## src/rtl/store_unit_pkg.sv

```systemverilog
// Shared encodings for the store path: store-size codes and FSM states.
// Also holds the alignment rule applied when STORE_ALIGN_CHECK_EN is defined.
package store_unit_pkg;

    typedef enum logic [1:0] {
        SZ_WORD = 2'b00,
        SZ_HALF = 2'b01,
        SZ_BYTE = 2'b10,
        SZ_RSVD = 2'b11
    } size_e;

    typedef enum logic [2:0] {
        ST_IDLE  = 3'd0,
        ST_READ  = 3'd1,
        ST_WRITE = 3'd2,
        ST_DONE  = 3'd3,
        ST_FAULT = 3'd4
    } state_e;

    function automatic logic is_misaligned(input logic [1:0] size, input logic [1:0] lane);
        return ((size == SZ_WORD) && (lane != 2'b00)) ||
               ((size == SZ_HALF) && lane[0]);
    endfunction

endpackage

```

## src/rtl/store_unit_merge.sv

```systemverilog
// Combinational lane merge: places the register's low half/byte into the read word.
// Word size passes the register through; reserved size returns the read word.
module store_merge
    import store_unit_pkg::*;
(
    input  logic [31:0] i_rd_word,
    input  logic [31:0] i_reg_data,
    input  logic [1:0]  i_size,
    input  logic [1:0]  i_lane,
    output logic [31:0] o_word
);

    always_comb begin
        o_word = i_rd_word;
        case (size_e'(i_size))
            SZ_WORD: o_word = i_reg_data;
            SZ_HALF: o_word[{i_lane[1], 4'b0000} +: 16] = i_reg_data[15:0];
            SZ_BYTE: o_word[{i_lane, 3'b000} +: 8]      = i_reg_data[7:0];
            default: o_word = i_rd_word;
        endcase
    end

endmodule

```

## src/rtl/store_unit.sv

```systemverilog
// Multicycle sw/sh/sb path: sw writes in 1 cycle, sh/sb read-merge-write after MEM_RD_LAT cycles.
// Starts arriving while busy are dropped; STORE_ALIGN_CHECK_EN adds the misaligned FAULT path.
module store_unit
    import store_unit_pkg::*;
#(
    parameter int MEM_RD_LAT = 2
) (
    input  logic        clk,
    input  logic        reset,
    input  logic        start,
    input  logic [1:0]  store_size,
    input  logic [31:0] addr,
    input  logic [31:0] reg_data,
    input  logic [31:0] mem_rdata,
    output logic [31:0] mem_addr,
    output logic        mem_wr,
    output logic [31:0] mem_wdata,
    output logic        busy,
    output logic        done,
    output logic        misaligned
);

    localparam logic [2:0] LAT_M1 = 3'(MEM_RD_LAT - 1);

    state_e      r_state;
    logic [2:0]  r_cnt;
    logic [1:0]  r_size;
    logic [1:0]  r_lane;
    logic [31:0] r_data;
    logic [31:0] r_buf;
    logic [31:0] r_mem_addr;
    logic        r_mem_wr;
    logic        r_busy;
    logic        r_done;
    logic [31:0] w_merged;

`ifdef STORE_ALIGN_CHECK_EN
    logic r_misaligned;
    logic w_fault;
    assign w_fault    = is_misaligned(store_size, addr[1:0]);
    assign misaligned = r_misaligned;
`else
    assign misaligned = 1'b0;
`endif

    store_merge u_merge (
        .i_rd_word  (r_buf),
        .i_reg_data (r_data),
        .i_size     (r_size),
        .i_lane     (r_lane),
        .o_word     (w_merged)
    );

    assign mem_addr  = r_mem_addr;
    assign mem_wr    = r_mem_wr;
    assign mem_wdata = r_mem_wr ? w_merged : 32'h0;
    assign busy      = r_busy;
    assign done      = r_done;

    always_ff @(posedge clk) begin
        if (reset) begin
            r_state    <= ST_IDLE;
            r_cnt      <= 3'd0;
            r_size     <= 2'b00;
            r_lane     <= 2'b00;
            r_data     <= 32'h0;
            r_buf      <= 32'h0;
            r_mem_addr <= 32'h0;
            r_mem_wr   <= 1'b0;
            r_busy     <= 1'b0;
            r_done     <= 1'b0;
`ifdef STORE_ALIGN_CHECK_EN
            r_misaligned <= 1'b0;
`endif
        end else begin
            r_done <= 1'b0;
`ifdef STORE_ALIGN_CHECK_EN
            r_misaligned <= 1'b0;
`endif
            case (r_state)
                ST_IDLE: begin
                    if (start) begin
                        r_size <= store_size;
                        r_lane <= addr[1:0];
                        r_data <= reg_data;
                        r_busy <= 1'b1;
`ifdef STORE_ALIGN_CHECK_EN
                        if (w_fault) begin
                            r_state      <= ST_FAULT;
                            r_done       <= 1'b1;
                            r_misaligned <= 1'b1;
                        end else
`endif
                        begin
                            case (size_e'(store_size))
                                SZ_WORD: begin
                                    r_state    <= ST_WRITE;
                                    r_mem_addr <= {addr[31:2], 2'b00};
                                    r_mem_wr   <= 1'b1;
                                end
                                SZ_HALF, SZ_BYTE: begin
                                    r_state    <= ST_READ;
                                    r_mem_addr <= {addr[31:2], 2'b00};
                                    r_cnt      <= LAT_M1;
                                end
                                default: begin
                                    r_state <= ST_DONE;
                                    r_done  <= 1'b1;
                                end
                            endcase
                        end
                    end
                end
                ST_READ: begin
                    // Read data is only guaranteed on the final READ cycle.
                    if (r_cnt == 3'd0) begin
                        r_buf    <= mem_rdata;
                        r_mem_wr <= 1'b1;
                        r_state  <= ST_WRITE;
                    end else begin
                        r_cnt <= r_cnt - 3'd1;
                    end
                end
                ST_WRITE: begin
                    r_mem_wr   <= 1'b0;
                    r_mem_addr <= 32'h0;
                    r_done     <= 1'b1;
                    r_state    <= ST_DONE;
                end
                default: begin
                    r_busy  <= 1'b0;
                    r_state <= ST_IDLE;
                end
            endcase
        end
    end

endmodule
```

## config.mk

```make
export PLATFORM = sky130hd
export DESIGN_NAME = store_unit
export DESIGN_NICKNAME = d
export VERILOG_FILES = /design/src/rtl/store_unit_pkg.sv /design/src/rtl/store_unit_merge.sv /design/src/rtl/store_unit.sv
export SDC_FILE = /design/constraint.sdc
export NUM_CORES = 1
export LEC_CHECK = 0
export ABC_AREA = 1
export BUFFER_PORTS_ARGS = -buffer_cell sky130_fd_sc_hd__clkbuf_2
export CORE_MARGIN = 2
export CORE_UTILIZATION = 54
export CTS_BUF_LIST = sky130_fd_sc_hd__clkbuf_4
export DETAILED_ROUTE_END_ITERATION = 10
export GPL_TIMING_DRIVEN = 0
export PLACE_DENSITY = 0.88
export SKIP_LAST_GASP = 1
export SLEW_MARGIN = 0
export SYNTH_ARGS = -nofsm -noshare
export SYNTH_HDL_FRONTEND = slang
export SYNTH_HIERARCHICAL = 1
export SYNTH_SLANG_ARGS = --single-unit
```

## constraint.sdc

```tcl
create_clock -name clk -period 2.3 [get_ports clk]
set_input_delay 0.345 -clock clk [delete_from_list [all_inputs] [get_ports clk]]
set_output_delay 0.345 -clock clk [all_outputs]
set_load 0.02 [all_outputs]
```

# == Word-level counts from Yosys, hierarchy flattened ==
# Cells that the tools add are included.
# word_totals
regBits,109
inputBits,101
output_inout_bits,68
wordCells,71
# classes
add_sub_neg,3
n_eq_ne,12
shifts,4
muxes,24
bitwise_logic,1
n_reduce_logical,17
# op_table
op,count
2-to-1 mux 32 bit,3
one-hot mux 32 bit (3 select lines),1
bitwise mux 32 bit,2
one-hot mux 32 bit (2 select lines),1
"variable shift 16 x 7 -> 32 bit, first input constant",1
"variable shift 8 x 7 -> 32 bit, first input constant",1
indexed part select 16 x 7 -> 32 bit,1
indexed part select 8 x 7 -> 32 bit,1
2-to-1 mux 3 bit,5
negator 5 -> 7 bit,2
one-hot mux 3 bit (3 select lines),1
"inequality test 2 bit, second input constant",4
AND reduction 2 bit,4
AND reduction 4 bit,2
zero test 3 bit,2
2-to-1 mux 1 bit,6
one-hot mux 3 bit (2 select lines),1
"equality test 2 x 1 -> 1 bit, second input constant",2
"equality test 2 bit, second input constant",2
zero test 2 bit,2
"inequality test 2 x 1 -> 1 bit, second input constant",2
one-hot mux 1 bit (2 select lines),2
one-hot mux 2 bit (2 select lines),1
nonzero test 2 bit,2
other kinds (9),10

# == Longest topological paths before layout ==
# logic_depth
depth_word,5
depth_mapped,12

# == By module ==
# The synthesis kept the hierarchy.
# modules_own_cells
mod,instances,cells_per_inst,area_per_inst_um2
store_unit,1,578,4215.3
store_merge,1,363,1620.3

# == Least setup slack after synthesis ==
# OpenSTA, ideal clock, no wires.
# synth_path
kind,reg2out
from,register r_lane[1]
to,output port mem_wdata[13]
arrival_ns,1.740
t_required_ns,1.955
path_slack_ns,0.215
path_stages_with_launch,13
path_cell_list,dfxtp_1 -> buf_4 -> inv_2 -> ha_1 -> inv_2 -> nand2_1 -> nor2_2 -> nand3_1 -> nand2_1 -> nand2_1 -> nand2_1 -> nand2_1 -> inv_1
# synth_between
elab_chain_cells,5
word_cells_on_any_way,10
cone_classes,2 x add/sub; 4 x shift; 4 x mux
# synth_lines
item,line,rtl
start: declaration,store_unit.sv:28,logic [1:0] r_lane;
start signal: assignment,store_unit.sv:84,r_lane <= addr[1:0];
negator 5 -> 7 bit (on tied branches),"store_unit_merge.sv:17, store_unit_merge.sv:18",
"indexed part select 16 x 7 -> 32 bit, or another cell as far along",store_unit_merge.sv:17,"SZ_HALF: o_word[{i_lane[1], 4'b0000} +: 16] = i_reg_data[15:0];"
bitwise mux 32 bit (on tied branches),"store_unit_merge.sv:17, store_unit_merge.sv:18",
one-hot mux 32 bit (3 select lines) *,store_unit_merge.sv:15,case (size_e'(i_size))
via w_merged[13],store_unit.sv:35,logic [31:0] w_merged;
2-to-1 mux 32 bit *,store_unit.sv:56,assign mem_wdata = r_mem_wr ? w_merged : 32'h0;
end: declaration,store_unit.sv:17,"output logic [31:0] mem_wdata,"
# Mark *: on every way through the listed nets, which the timed path passes. The rest lies on a longest branch.

# == Final worst setup path ==
# layout_path
from,register r_lane[0]
to,output port mem_wdata[0]
# layout_between
elab_chain_cells,5
word_cells_on_any_way,6
cone_classes,1 x add/sub; 2 x shift; 3 x mux
# layout_lines
item,line,rtl
negator 5 -> 7 bit *,store_unit_merge.sv:18,"SZ_BYTE: o_word[{i_lane, 3'b000} +: 8] = i_reg_data[7:0];"
indexed part select 8 x 7 -> 32 bit or variable shift 8 x 7 -> 32 bit (tied branches),store_unit_merge.sv:18,
bitwise mux 32 bit *,store_unit_merge.sv:18,
one-hot mux 32 bit (3 select lines) *,store_unit_merge.sv:15,
via w_merged[0],store_unit.sv:35,
2-to-1 mux 32 bit *,store_unit.sv:56,
# Marks and branches as above.

==> qor.csv <==
stage,metric,value,unit
drt,route.detailed.vias_per_inst,5.34,
drt,sum_of_routed_wire_length_over_all_layers,19.4,mm
job,max_cap_violations,0,
status,run_status,finished with violations,
timing,fin_tns_setup,-8.01,ns
pwr,comb_power_share,53.7,%
timing,final-setup-viol-count,32,
timing,tightest_slew,0.611,ns
pwr,p_seq_share,34.7,%
grt,grt_pass1_wl,28.9,mm
worst_setup_path,timing.setup.critical_path_class,reg2out,
drt,detailedRoute.firstIterationViolations,650,
synthesis,ys_async_sr_fraction,0,%
clocking,clock_tree.buffer_depth,2,
placement,gp_congestion,0.981,
worst_setup_path,worstSetupEndpointType,primary output,
finish,layoutNonFillerInstCount,1279,
finish,synthToLayoutAreaGrowth,30.6,%
timing,maximum_clock_frequency,0.378,GHz
grt,first_global_vias,6117,
clocking,cts_tree,yes,
synthesis,synth_top_flop_cell,dfxtp_1,
pwr,p_sw,3900,uW
clocking,cts_buffers,9,
pwr,power.internal,4170,uW
clocking,clk_latency,0.48,ns
synthesis,postSynthCellCount,941,
finish,final_layout_size_suffix_gt1_share,26.8,%
pwr,p_leak,0.00379,uW
drt,drtPass1Iterations,7,
timing,grt_setup_unrepaired,yes,
floorplan,total_i_o_pin_count,169,
clocking,htree_levels,3,
synthesis,synth.lib_cells_used.distinct,27,
grt,grt.total_usage,31.6,%
synthesis,synth_enable_flop_cells,0,
finish,antenna_cells_inserted,0,
synthesis,yosys_register_bits,106,
clocking,clk_transition_reported_paths,0.17,ns
synthesis,synth.most_common_cell,nand2_1,
pwr,power-per-cell-area,1060,nW/um^2
drt,drc,0,
clocking,clk_root_buffer_cell,clkbuf_4,
floorplan,start_util,56.0,%
placement,detailed_place.area,6840,um^2
synthesis,seq_area_frac_synth,36.4,%
worst_setup_path,critical-path-top-cell-by-count,nand2_1,
grt,largest_net_degree_at_the_start_of_global_routing,19,
finish,finish.instance_area,7620,um^2
timing,layout_min_cycle_time,2.64,ns
timing,final_hold_viol_count,0,
worst_setup_path,critPathTopFamily,simple AND/OR/NAND/NOR gates,
synthesis,post_synth.cell_area_avg,6.20,um^2
finish,num-fill-cells,919,
pwr,report.power.total,8070,uW
drt,routed-via-count,6832,
drt,routedWlPerCell,15.2,um
worst_setup_path,critical_path_peak_fanout,8,
worst_setup_path,required,1.96,ns
floorplan,coreArea,10400,um^2
synthesis,syn-cell-area,5840,um^2
worst_setup_path,slowest_cell_delay_on_critical_path,0.39,ns
timing,report.final.slew_viol_count,0,
clocking,clkSinkCount,106,
placement,port-buffer-count,165,
pwr,power.share.clock,11.5,%
worst_setup_path,cp_num_buf_inv,3,
worst_setup_path,critical-path-slowest-cell,dfxtp_4,
worst_setup_path,worstPathCellList,"inv_2, ha_4, nor2_2, nand3_4, o21ai_2, nand2_1, nand2_1, nand2_1, inv_1, clkbuf_4",
hold_path,hold_path.class,in2reg,
floorplan,die_w,108,um
synthesis,most_area_consuming_cells_after_synthesis,"dfxtp_1 (36%), nand2_1 (17%), nor2_1 (11%)",
grt,gr-total-overflow,0,
drt,detail-route-antenna-nets,0,
synthesis,yosysWarnings,6,
placement,hpwlAfterDp,14.3,mm
synthesis,synth_common_cells,"nand2_1 (263), nor2_1 (168), dfxtp_1 (106)",
timing,period_share,115,%
timing,clock_skew,0.0175,ns
synthesis,synthDominantCellAreaShare,36.4,%
timing,max_slew_margin,59.3,%
status,violated_checks,setup timing,
pwr,power.switching_fraction,48.3,%
worst_setup_path,cp_data_arrival_time,2.30,ns
floorplan,std_cell_rows,37,
finish,nNetsFinal,1252,
placement,dp_cells,1244,
floorplan,design.die.area,11700,um^2
floorplan,die_h,108,um
clocking,ctsHoldBuffers,0,
timing,finalWorstSetupSlack,-0.344,ns
pwr,ir_worst_vdd,0.661,mV
worst_setup_path,worstSetupStartpointType,flip-flop,
synthesis,synthDominantAreaCellType,dfxtp_1,
placement,pre_cts_slack,-0.201,ns
grt,antenna_found_initial,0,
[worst paths after layout]
| kind | endpoint | depth (start not counted) | slack (ns) | from |
|---|---|---|---|---|
| worst min-delay path | mem_addr[31] | 2 | 0.06 | reset |
| worst max-delay path | mem_wdata[0] | 10 | -0.34 | r_lane[0] |
| worst min register to register | mem_addr[2] | 2 | 0.50 | mem_addr[2] |
| worst max register to register | r_buf[0] | 7 | 0.41 | r_cnt[0] |
[area by class of cell]
class | count | area, um^2 | share of cell area, %
Multi-Input combinational cell | 687 | 3340 | 43.8
Sequential cell | 106 | 2130 | 27.9
Timing Repair Buffer | 184 | 1150 | 15.1
Inverter | 93 | 375 | 4.92
Buffer | 57 | 328 | 4.30
Tap cell | 136 | 170 | 2.23
Clock buffer | 10 | 75.1 | 0.985
Clock inverter | 6 | 50.0 | 0.657
[layout by cell type (no fill, tap or decap), types with 2 or more instances in the layout]
cell        instances
clkbuf_8           12
and3_1              8
ha_1                8
inv_8               4
nor3_1              7
buf_4              29
clkbuf_4           17
nand2_4             3
o21ai_1             5
ha_4                4
conb_1              3
nand2_2            14
clkbuf_1           23
o21ai_2            11
nand3_1            65
nand4_1             8
nand3_2             8
nor2_1            158
buf_6              16
nor2_2              4
inv_1              82
inv_2               6
nand2_1           250
a21oi_1            36
o21ai_0            77
dfxtp_1           104
nor2_4             10
dfxtp_4             2
nand3_4             2
clkinvlp_4          4
buf_2              17
clkbuf_2          135
[power by group through the flow]
| stage | clock network (uW) | registers [uW] | logic, uW |
|---|---|---|---|
| after floorplan | 0 | 2810 | 2560 |
| after global placement | 0 | 2820 | 3580 |
| after detailed placement | 0 | 2830 | 3640 |
| after CTS | 937 | 2780 | 3990 |
| after global routing | 995 | 2850 | 4770 |
| final | 931 | 2800 | 4330 |
[flip-flops by register name, indices dropped and copies added (netlist names)]
register  count
r_state       2
mem_wr        1
r_size        2
busy          1
r_lane        2
r_buf        32
r_cnt         3
mem_addr     30
done          1
r_data       32
[repair_timing]
item | CTS | global route
setup buffers | 8 | 10
resized for setup | 106 | 59
gates cloned | 0 | 1
setup endpoints to repair | 32 | 32
pin swaps | 22 | 35
[cell families (layout without fill, tap and decap cells)]
family                     Yosys count  after routing  share of synthesized area [%]
and+or+nand+nor                    539            539                           37.9
DFF                                106            106                           36.4
AOI/OAI and AO/OA                  132            132                           11.6
other                                1              3                         0.0643
adders and majority gates           13             13                           2.79
buffers and inverters              150            350                           11.3
[through the flow]
| step | hold WS (ns) | util [%] |
|---|---|---|
| CTS | 0.0396 | 70.8 |
| finish | 0.0609 | 73.2 |
| global route | 0.0391 | 73.2 |
| global placement | 0.463 | 65.7 |
| detailed placement | 0.474 | 65.7 |
| floorplan | 0.414 | - |
[routing by layer]
metal / global-route usage (%) / wire, um / vias to the layer above
li1: - / - / 3337
met1: 38.3 / 7590 / 3043
met2: 55.0 / 9230 / 369
met3: 7.17 / 1850 / 83
met4: 11.4 / 770 / 0
met5: 0 / 0 / -
Note: power is estimated with default switching activity, not from simulation.
